<file path="src/rtl/wb_arbiter_pkg.sv">
// Shared definitions for the writeback arbiter: source encodings, default depth
// and the packed width of one buffered completion.
package wb_arbiter_pkg;

    localparam int WB_ARB_FIFO_DEPTH = 2;

    typedef enum logic {
        WB_SRC_ALU = 1'b0,
        WB_SRC_LSU = 1'b1
    } wb_src_e;

    // Entry layout, MSB first: rd_valid, rd_addr, data, rob_index, exp, ecause.
    function automatic int wb_entry_width(input int xlen, input int prd_w,
                                          input int rob_w, input int ecause_w);
        return 1 + prd_w + xlen + rob_w + 1 + ecause_w;
    endfunction

    localparam int WB_ENTRY_WIDTH = wb_entry_width(64, 6, 4, 4);

endpackage

</file>
<file path="src/rtl/wb_fifo.sv">
// Small per-source completion FIFO. Pushes into a full FIFO and pops from an
// empty one are ignored; clear empties it and wins over a same-edge push.
module wb_fifo
    import wb_arbiter_pkg::*;
#(
    parameter int WIDTH = WB_ENTRY_WIDTH,
    parameter int DEPTH = WB_ARB_FIFO_DEPTH
) (
    input  logic             clk,
    input  logic             rstn,
    input  logic             push,
    input  logic             pop,
    input  logic             clear,
    input  logic [WIDTH-1:0] din,
    output logic             full,
    output logic             empty,
    output logic [WIDTH-1:0] head
);

    localparam int PTR_W = (DEPTH > 1) ? $clog2(DEPTH) : 1;
    localparam int CNT_W = $clog2(DEPTH + 1);

    logic [WIDTH-1:0] mem [DEPTH];
    logic [PTR_W-1:0] wr_ptr;
    logic [PTR_W-1:0] rd_ptr;
    logic [CNT_W-1:0] count;
    logic             do_push;
    logic             do_pop;

    assign full    = (count == CNT_W'(DEPTH));
    assign empty   = (count == '0);
    assign do_push = push & ~full;
    assign do_pop  = pop & ~empty;
    assign head    = mem[rd_ptr];

    // Power-of-two depth lets the pointers wrap naturally.
    always_ff @(posedge clk or negedge rstn) begin
        if (!rstn) begin
            wr_ptr <= '0;
            rd_ptr <= '0;
            count  <= '0;
        end else if (clear) begin
            wr_ptr <= '0;
            rd_ptr <= '0;
            count  <= '0;
        end else begin
            if (do_push)
                wr_ptr <= wr_ptr + PTR_W'(1);
            if (do_pop)
                rd_ptr <= rd_ptr + PTR_W'(1);
            count <= count + CNT_W'(do_push) - CNT_W'(do_pop);
        end
    end

    always_ff @(posedge clk) begin
        if (do_push && !clear)
            mem[wr_ptr] <= din;
    end

endmodule

</file>
<file path="src/rtl/wb_arbiter.sv">
// Round-robin writeback arbiter: drains the ALU and LSU completion FIFOs into a
// single registered completion port toward the RCU.
module wb_arbiter
    import wb_arbiter_pkg::*;
#(
    parameter int XLEN                 = 64,
    parameter int PHY_REG_ADDR_WIDTH   = 6,
    parameter int ROB_INDEX_WIDTH      = 4,
    parameter int EXCEPTION_CODE_WIDTH = 4,
    parameter int FIFO_DEPTH           = WB_ARB_FIFO_DEPTH
) (
    input  logic                            clk,
    input  logic                            rstn,
    input  logic                            flush,

    input  logic                            alu_valid_i,
    output logic                            alu_ready_o,
    input  logic [ROB_INDEX_WIDTH-1:0]      alu_rob_index_i,
    input  logic                            alu_rd_valid_i,
    input  logic [PHY_REG_ADDR_WIDTH-1:0]   alu_rd_addr_i,
    input  logic [XLEN-1:0]                 alu_data_i,
    input  logic                            alu_exp_i,
    input  logic [EXCEPTION_CODE_WIDTH-1:0] alu_ecause_i,

    input  logic                            lsu_valid_i,
    output logic                            lsu_ready_o,
    input  logic [ROB_INDEX_WIDTH-1:0]      lsu_rob_index_i,
    input  logic                            lsu_rd_valid_i,
    input  logic [PHY_REG_ADDR_WIDTH-1:0]   lsu_rd_addr_i,
    input  logic [XLEN-1:0]                 lsu_data_i,
    input  logic                            lsu_exp_i,
    input  logic [EXCEPTION_CODE_WIDTH-1:0] lsu_ecause_i,

    output logic                            wb_done_o,
    input  logic                            wb_ready_i,
    output logic                            wb_valid_o,
    output logic [ROB_INDEX_WIDTH-1:0]      wb_rob_index_o,
    output logic [PHY_REG_ADDR_WIDTH-1:0]   wb_rd_addr_o,
    output logic [XLEN-1:0]                 wb_data_o,
    output logic                            wb_exp_o,
    output logic [EXCEPTION_CODE_WIDTH-1:0] wb_ecause_o,
    output logic                            wb_src_o,
    output logic [15:0]                     conflict_cnt_o
);

    localparam int ENTRY_W  = wb_entry_width(XLEN, PHY_REG_ADDR_WIDTH,
                                             ROB_INDEX_WIDTH, EXCEPTION_CODE_WIDTH);
    localparam int EXP_LSB  = EXCEPTION_CODE_WIDTH;
    localparam int ROB_LSB  = EXP_LSB + 1;
    localparam int DATA_LSB = ROB_LSB + ROB_INDEX_WIDTH;
    localparam int RD_LSB   = DATA_LSB + XLEN;
    localparam int RDV_LSB  = RD_LSB + PHY_REG_ADDR_WIDTH;

    function automatic logic [15:0] sat_inc16(input logic [15:0] v);
        return (v == 16'hFFFF) ? v : v + 16'd1;
    endfunction

    logic [ENTRY_W-1:0] alu_entry;
    logic [ENTRY_W-1:0] lsu_entry;
    logic [ENTRY_W-1:0] alu_head;
    logic [ENTRY_W-1:0] lsu_head;
    logic               alu_full;
    logic               alu_empty;
    logic               lsu_full;
    logic               lsu_empty;

    logic               both_p0;
    logic               any_p0;
    logic               load_p0;
    wb_src_e            grant_p0;
    logic [ENTRY_W-1:0] head_p0;
    logic               pop_alu_p0;
    logic               pop_lsu_p0;

    logic               vld_p1;
    wb_src_e            src_p1;
    logic [ENTRY_W-1:0] entry_p1;
    wb_src_e            rr_ptr;
    logic [15:0]        conflict_cnt;

    assign alu_entry = {alu_rd_valid_i, alu_rd_addr_i, alu_data_i,
                        alu_rob_index_i, alu_exp_i, alu_ecause_i};
    assign lsu_entry = {lsu_rd_valid_i, lsu_rd_addr_i, lsu_data_i,
                        lsu_rob_index_i, lsu_exp_i, lsu_ecause_i};

    // Ready comes from the pre-edge count only, so a full FIFO refuses a push
    // even on the edge it is popped.
    assign alu_ready_o = ~alu_full;
    assign lsu_ready_o = ~lsu_full;

    wb_fifo #(
        .WIDTH (ENTRY_W),
        .DEPTH (FIFO_DEPTH)
    ) u_alu_fifo (
        .clk   (clk),
        .rstn  (rstn),
        .push  (alu_valid_i),
        .pop   (pop_alu_p0),
        .clear (flush),
        .din   (alu_entry),
        .full  (alu_full),
        .empty (alu_empty),
        .head  (alu_head)
    );

    wb_fifo #(
        .WIDTH (ENTRY_W),
        .DEPTH (FIFO_DEPTH)
    ) u_lsu_fifo (
        .clk   (clk),
        .rstn  (rstn),
        .push  (lsu_valid_i),
        .pop   (pop_lsu_p0),
        .clear (flush),
        .din   (lsu_entry),
        .full  (lsu_full),
        .empty (lsu_empty),
        .head  (lsu_head)
    );

    // Stage p0: grant selection between the FIFO heads.
    always_comb begin
        both_p0  = ~alu_empty & ~lsu_empty;
        any_p0   = ~alu_empty | ~lsu_empty;
        grant_p0 = WB_SRC_ALU;
        if (both_p0)
            grant_p0 = rr_ptr;
        else if (alu_empty)
            grant_p0 = WB_SRC_LSU;
        load_p0    = any_p0 & (~vld_p1 | wb_ready_i) & ~flush;
        head_p0    = (grant_p0 == WB_SRC_LSU) ? lsu_head : alu_head;
        pop_alu_p0 = load_p0 & (grant_p0 == WB_SRC_ALU);
        pop_lsu_p0 = load_p0 & (grant_p0 == WB_SRC_LSU);
    end

    // Stage p1: registered completion port, round-robin pointer and counter.
    always_ff @(posedge clk or negedge rstn) begin
        if (!rstn) begin
            vld_p1       <= 1'b0;
            src_p1       <= WB_SRC_ALU;
            entry_p1     <= '0;
            rr_ptr       <= WB_SRC_ALU;
            conflict_cnt <= '0;
        end else if (flush) begin
            vld_p1 <= 1'b0;
            rr_ptr <= WB_SRC_ALU;
        end else if (load_p0) begin
            vld_p1   <= 1'b1;
            src_p1   <= grant_p0;
            entry_p1 <= head_p0;
            rr_ptr   <= (grant_p0 == WB_SRC_ALU) ? WB_SRC_LSU : WB_SRC_ALU;
            if (both_p0)
                conflict_cnt <= sat_inc16(conflict_cnt);
        end else if (wb_ready_i) begin
            vld_p1 <= 1'b0;
        end
    end

    assign wb_done_o      = vld_p1;
    assign wb_valid_o     = vld_p1 & entry_p1[RDV_LSB];
    assign wb_rd_addr_o   = entry_p1[RD_LSB +: PHY_REG_ADDR_WIDTH];
    assign wb_data_o      = entry_p1[DATA_LSB +: XLEN];
    assign wb_rob_index_o = entry_p1[ROB_LSB +: ROB_INDEX_WIDTH];
    assign wb_exp_o       = entry_p1[EXP_LSB];
    assign wb_ecause_o    = entry_p1[EXCEPTION_CODE_WIDTH-1:0];
    assign wb_src_o       = src_p1;
    assign conflict_cnt_o = conflict_cnt;

endmodule
</file>
<file path="config.mk">
export PLATFORM = sky130hd
export DESIGN_NAME = wb_arbiter
export DESIGN_NICKNAME = d
export VERILOG_FILES = /design/src/rtl/wb_arbiter_pkg.sv /design/src/rtl/wb_fifo.sv /design/src/rtl/wb_arbiter.sv
export SDC_FILE = /design/constraint.sdc
export NUM_CORES = 1
export LEC_CHECK = 0
export CORE_MARGIN = 3
export CORE_UTILIZATION = 48
export DETAILED_ROUTE_END_ITERATION = 12
export HOLD_SLACK_MARGIN = 0.05
export MAX_ROUTING_LAYER = met4
export PLACE_DENSITY_LB_ADDON = 0.2
export SLEW_MARGIN = 20
export SYNTH_ARGS = -nofsm -noshare
export SYNTH_HDL_FRONTEND = slang
export SYNTH_SLANG_ARGS = --single-unit
export TNS_END_PERCENT = 10
</file>
<file path="constraint.sdc">
create_clock -name clk -period 7.2 [get_ports clk]
set_clock_uncertainty 0.2 [all_clocks]
set_input_delay 1.44 -clock clk [delete_from_list [all_inputs] [get_ports clk]]
set_output_delay 1.44 -clock clk [all_outputs]
set_load 0.005 [all_outputs]
</file>
==> summary by stage <==
Run status
The run finished with clean final reports.

Setup path
The critical path class is input pin to flop. The worst-path cell with the longest stage delay is sky130_fd_sc_hd__clkdlybuf4s50_1. Data on the critical path arrives at its endpoint at 3790 ps. The number of buffer and inverter stages on the critical path is 3. The critical path required time is about 7200 ps. The critical path's top delay family is buffers and inverters. Along the worst path, the maximum fanout reaches 54. Traced cell by cell, the critical path runs through clkdlybuf4s50_1 -> nor3_2 -> buf_4 -> buf_4. The worst setup path is launched from an input pin.

Among the stages of the critical path, the cell type that occurs most often is sky130_fd_sc_hd__buf_4. The reg-to-reg critical path startpoint is u_alu_fifo.count[1]. The capture instance of the worst register-to-register path is entry_p1[26]. The setup check on the worst reg-to-reg path leaves a slack of 4400 ps. For the worst flop-to-flop path, the logic depth is 6. The delay of the slowest cell on the worst path is 780 ps.

STA classifies the critical path endpoint as a flop.

Routing
The number of routed nets with antenna violations is 0. The first TritonRoute pass finished after 4 iterations. The number of vias per cell is between 5 and 6. For this block, the via count after detailed routing is between 9000 and 10000. The violation count after the first detailed-route iteration is 431. The per-cell routed wire length is 18.9 um.

Summed over all layers, the routed wires come to approximately 35000 um. The number of DRC violations after detailed routing is 0.

Clock tree
The post-CTS setup buffer count is 0. The clock passes through at most 3 buffers. The clock tree from TritonCTS is built. The clock insertion delay at the later pin of the skew report is 540 ps. The clock slew at the register clock pins of the worst setup and hold paths is 60 ps. The H-tree generated during clock tree synthesis spans 2 levels.

The number of hold buffers added after CTS was 0. After clock tree synthesis, the repair step resized 0 gates. The total CTS buffers is between 40 and 50.

The clock root buffer master is sky130_fd_sc_hd__clkbuf_16. The sink count of the clock tree is 427.

Yosys
The flip-flop and latch count after synthesis is 427. The post-synthesis cell count is ~1100. The area fraction of the dominant cell type after synthesis is 56.9%. The most common flop cell mapped by yosys is sky130_fd_sc_hd__edfxtp_1. Measured against the total synthesized area, the mux share comes to about a tenth.

After synthesis, flip-flops and latches occupy 72.7% of the total area. The Yosys step of the flow raised 0 warnings. The dominant combinational cell family by area after synthesis is multiplexers. The async set-or-reset flop fraction in the synthesized netlist is 25.1%. The synthesized netlist devotes 5.06% of its cell area to compound gates.

The mean area per synthesized cell is 14.8 um2. Of the total synthesized cell area, the portion taken by AND, OR, NAND and NOR gates is 5.50%. The count of flip-flops with a built-in enable after synthesis is 320. The net count of the mapped netlist is between 1000 and 1500. Yosys attributes the largest share of cell area to sky130_fd_sc_hd__edfxtp_1 57%, sky130_fd_sc_hd__dfrtp_1 16%, sky130_fd_sc_hd__mux2_2 5.4%. sky130_fd_sc_hd__edfxtp_1 takes more of the synthesized area than any other cell. The number of library cell types mapped by synthesis is 37. Summing every instance area after synthesis gives 16900 um2.

The area share of fa/ha/maj cells after synthesis is 0.370%. The XOR/XNOR share of the synthesized area is 1.13%.

Die
The height of the chip is about 190 um. The core region is about 35000 um2. The die is 194 um wide. The die area is ~37000 um2. The initial core utilization is 48.8%. The number of rows in the core area is 68. During I/O placement, the number of pins put on the boundary was 266.

Global routing
The total overflow left after global routing is 0. The met1 global-route usage is 24.4%. Entering global routing, the biggest net connects ~90 pins.

The via count of the first global-routing pass was 9463. The first global-routing pass estimated ~54000 um of wire. The layer with the highest usage after global routing is met2.

In the global route stage, met3 resource usage came out at 4.43%. Global routing used between 10% and 20% of the available tracks. Global routing used 30.3% of the available met2 tracks. The number of antenna violations at the first check in global routing was 8.

Hold path
The startpoint identified for the worst hold timing path is entry_p1[79]. The worst hold path stage count is 2. The min-delay analysis places its worst path in the category flop to flop. The worst hold path endpoint is entry_p1[79].

Cells and area
The proportion of layout cells with a drive suffix above 1 is 12.9%. The finished layout holds 1835 standard cells, fillers aside. The count of fill cells added during filler insertion is 2677.

From synthesis to final layout, the design area changed by 23.8%. The area taken by flip-flops and latches is 12300 um2. In the final layout, the multi-input gates occupy 3800 um2. The number of nets in the layout is about 1500.

Place
The cell count after placement is 1744. The congestion estimate from routability-driven global placement came to just under 0.8. The number of buffers inserted by port buffering is ~270.

The total half-perimeter wirelength after legalization and detailed placement is 21700 um.

STA
Setup repair after global routing left no endpoint under its margin. The max-slew violation count is 0. The worst pin sits at a relative slew slack of 39.2%. The part of the cycle the worst path needs is 53.3%. The final period demand of the worst path is 3840 ps.

Static timing analysis puts the maximum clock frequency at 261 MHz. The count of final setup violators is 0. The sum of negative setup slack is 0 ps. The total count of hold-check failures in the final report came to 0. At the pin with the least slew margin, the transition time is 912 ps.

Pwr
The leakage power summed over all cells is 7.45 nW. After layout, the design draws a total of approximately 7.7 mW. The largest vdd supply drop is 354 uV. The cell area power density is 367 nW/um2.

Flow run
Across the run, the number of max-cap violations was 0.
-- where the power goes --
part | internal, mW | switching (mW) | leakage, nW
registers | 3.09 | 0.295 | 4.25
logic | 1.06 | 1.08 | 2.50
clock network | 1.27 | 0.888 | 0.698
total | 5.43 | 2.26 | 7.45
-- metal layers --
metal	wire length, um	up-vias
met4	677	0
met3	2040	54
met2	16900	248
met5	0	-
met1	15100	4500
li1	-	4452
-- metrics by stage --
step           worst slack [ps]  hold WS (ps)  cell area [um2]  util, %
6_report                   3360           276            20900     60.4
5_1_grt                    3250           307            20900     60.4
4_1_cts                    3360           278            20900     60.3
3_5_place_dp               2800           264            19500     56.2
3_3_place_gp               2750           258            19400     56.2
2_1_floorplan             -1130           242            16900        -
-- registers in the layout, indices dropped and copies added, names as in the netlist --
register / cells
conflict_cnt_o: 16
entry_p1: 80
rr_ptr: 1
u_alu_fifo.count: 2
u_alu_fifo.mem: 160
u_alu_fifo.rd_ptr: 1
u_alu_fifo.wr_ptr: 1
u_lsu_fifo.count: 2
u_lsu_fifo.mem: 160
u_lsu_fifo.rd_ptr: 1
u_lsu_fifo.wr_ptr: 1
wb_done_o: 1
wb_src_o: 1
-- Yosys cell counts, types with 2 or more instances --
master                       n
sky130_fd_sc_hd__nand2b_1    2
sky130_fd_sc_hd__mux2_2     81
sky130_fd_sc_hd__nor2_1     12
sky130_fd_sc_hd__mux2i_1    81
sky130_fd_sc_hd__nand3_1     3
sky130_fd_sc_hd__nand2_1   171
sky130_fd_sc_hd__xor2_1     14
sky130_fd_sc_hd__edfxtp_1  320
sky130_fd_sc_hd__a21oi_1     5
sky130_fd_sc_hd__xnor2_1     6
sky130_fd_sc_hd__o21ai_1     7
sky130_fd_sc_hd__buf_2      15
sky130_fd_sc_hd__nand4_1     3
sky130_fd_sc_hd__buf_4      78
sky130_fd_sc_hd__dfrtp_1   107
sky130_fd_sc_hd__clkbuf_1   40
sky130_fd_sc_hd__nor2b_1     6
sky130_fd_sc_hd__nor3_1      4
sky130_fd_sc_hd__and3_1      4
sky130_fd_sc_hd__a31oi_1     2
sky130_fd_sc_hd__ha_1        5
sky130_fd_sc_hd__buf_1       2
sky130_fd_sc_hd__o21ai_0   153
sky130_fd_sc_hd__inv_1       8
sky130_fd_sc_hd__nor3b_1     3
-- kinds of logic (layout without fill, tap and decap cells) --
kind of cell	count (synthesis)	count (layout)
flops	427	427
simple gates	217	217
compound gates	169	169
mux	162	162
buf+inv	143	371
xor+xnor	21	21
fa+ha+maj	5	5
other cells	0	8
-- worst max-delay path by stage --
stage / startpoint / to / slack (ps) / depth (start not counted)
after detailed placement: flush / u_lsu_fifo.mem[0][41] / 2800 / 4
after CTS: flush / u_lsu_fifo.mem[0][76] / 3360 / 4
after global routing: flush / u_lsu_fifo.mem[0][78] / 3250 / 4
final: flush / u_alu_fifo.mem[0][51] / 3360 / 4
after global placement: flush / entry_p1[47] / 2750 / 4
after floorplan: flush / u_alu_fifo.mem[1][0] / -1130 / 2
-- cell usage in the layout, fill, tap and decap left out, types with 2 or more instances in the layout --
master | Yosys | layout
sky130_fd_sc_hd__nand2_1 | 171 | 171
sky130_fd_sc_hd__and3_1 | 4 | 4
sky130_fd_sc_hd__edfxtp_1 | 320 | 320
sky130_fd_sc_hd__a21oi_1 | 5 | 4
sky130_fd_sc_hd__clkbuf_1 | 40 | 13
sky130_fd_sc_hd__clkinv_2 | 0 | 11
sky130_fd_sc_hd__nor3_2 | 0 | 2
sky130_fd_sc_hd__dfrtp_1 | 107 | 105
sky130_fd_sc_hd__inv_1 | 8 | 8
sky130_fd_sc_hd__mux2_2 | 81 | 81
sky130_fd_sc_hd__nor3_1 | 4 | 2
sky130_fd_sc_hd__a31oi_1 | 2 | 2
sky130_fd_sc_hd__nor2_1 | 12 | 12
sky130_fd_sc_hd__clkinv_1 | 0 | 3
sky130_fd_sc_hd__dfrtp_4 | 0 | 2
sky130_fd_sc_hd__o21ai_0 | 153 | 153
sky130_fd_sc_hd__xnor2_1 | 6 | 6
sky130_fd_sc_hd__diode_2 | 0 | 8
sky130_fd_sc_hd__xor2_1 | 14 | 14
sky130_fd_sc_hd__clkbuf_8 | 0 | 6
sky130_fd_sc_hd__buf_4 | 78 | 15
sky130_fd_sc_hd__nand4_1 | 3 | 3
sky130_fd_sc_hd__clkdlybuf4s50_1 | 0 | 264
sky130_fd_sc_hd__o21ai_1 | 7 | 7
sky130_fd_sc_hd__nor2b_1 | 6 | 6
sky130_fd_sc_hd__nor3b_2 | 0 | 2
sky130_fd_sc_hd__nand3_1 | 3 | 3
sky130_fd_sc_hd__ha_1 | 5 | 5
sky130_fd_sc_hd__clkbuf_16 | 0 | 46
sky130_fd_sc_hd__mux2i_1 | 81 | 81
-- area by class of cell --
class / instances / area share [%]
Tap cell: 455 / 2.72
Antenna cell: 8 / 0.0957
Clock buffer: 65 / 6.13
Clock inverter: 17 / 0.580
Multi-Input combinational cell: 574 / 18.2
Sequential cell: 427 / 58.8
Timing Repair Buffer: 281 / 13.4
Inverter: 8 / 0.144
-- tightest hold or removal path: stages (launching register included) --
cell and delay, ps:
sky130_fd_sc_hd__dfrtp_1 330, sky130_fd_sc_hd__nand2_1 50, sky130_fd_sc_hd__o21ai_0 60
Power figures use the tool's default switching activity.
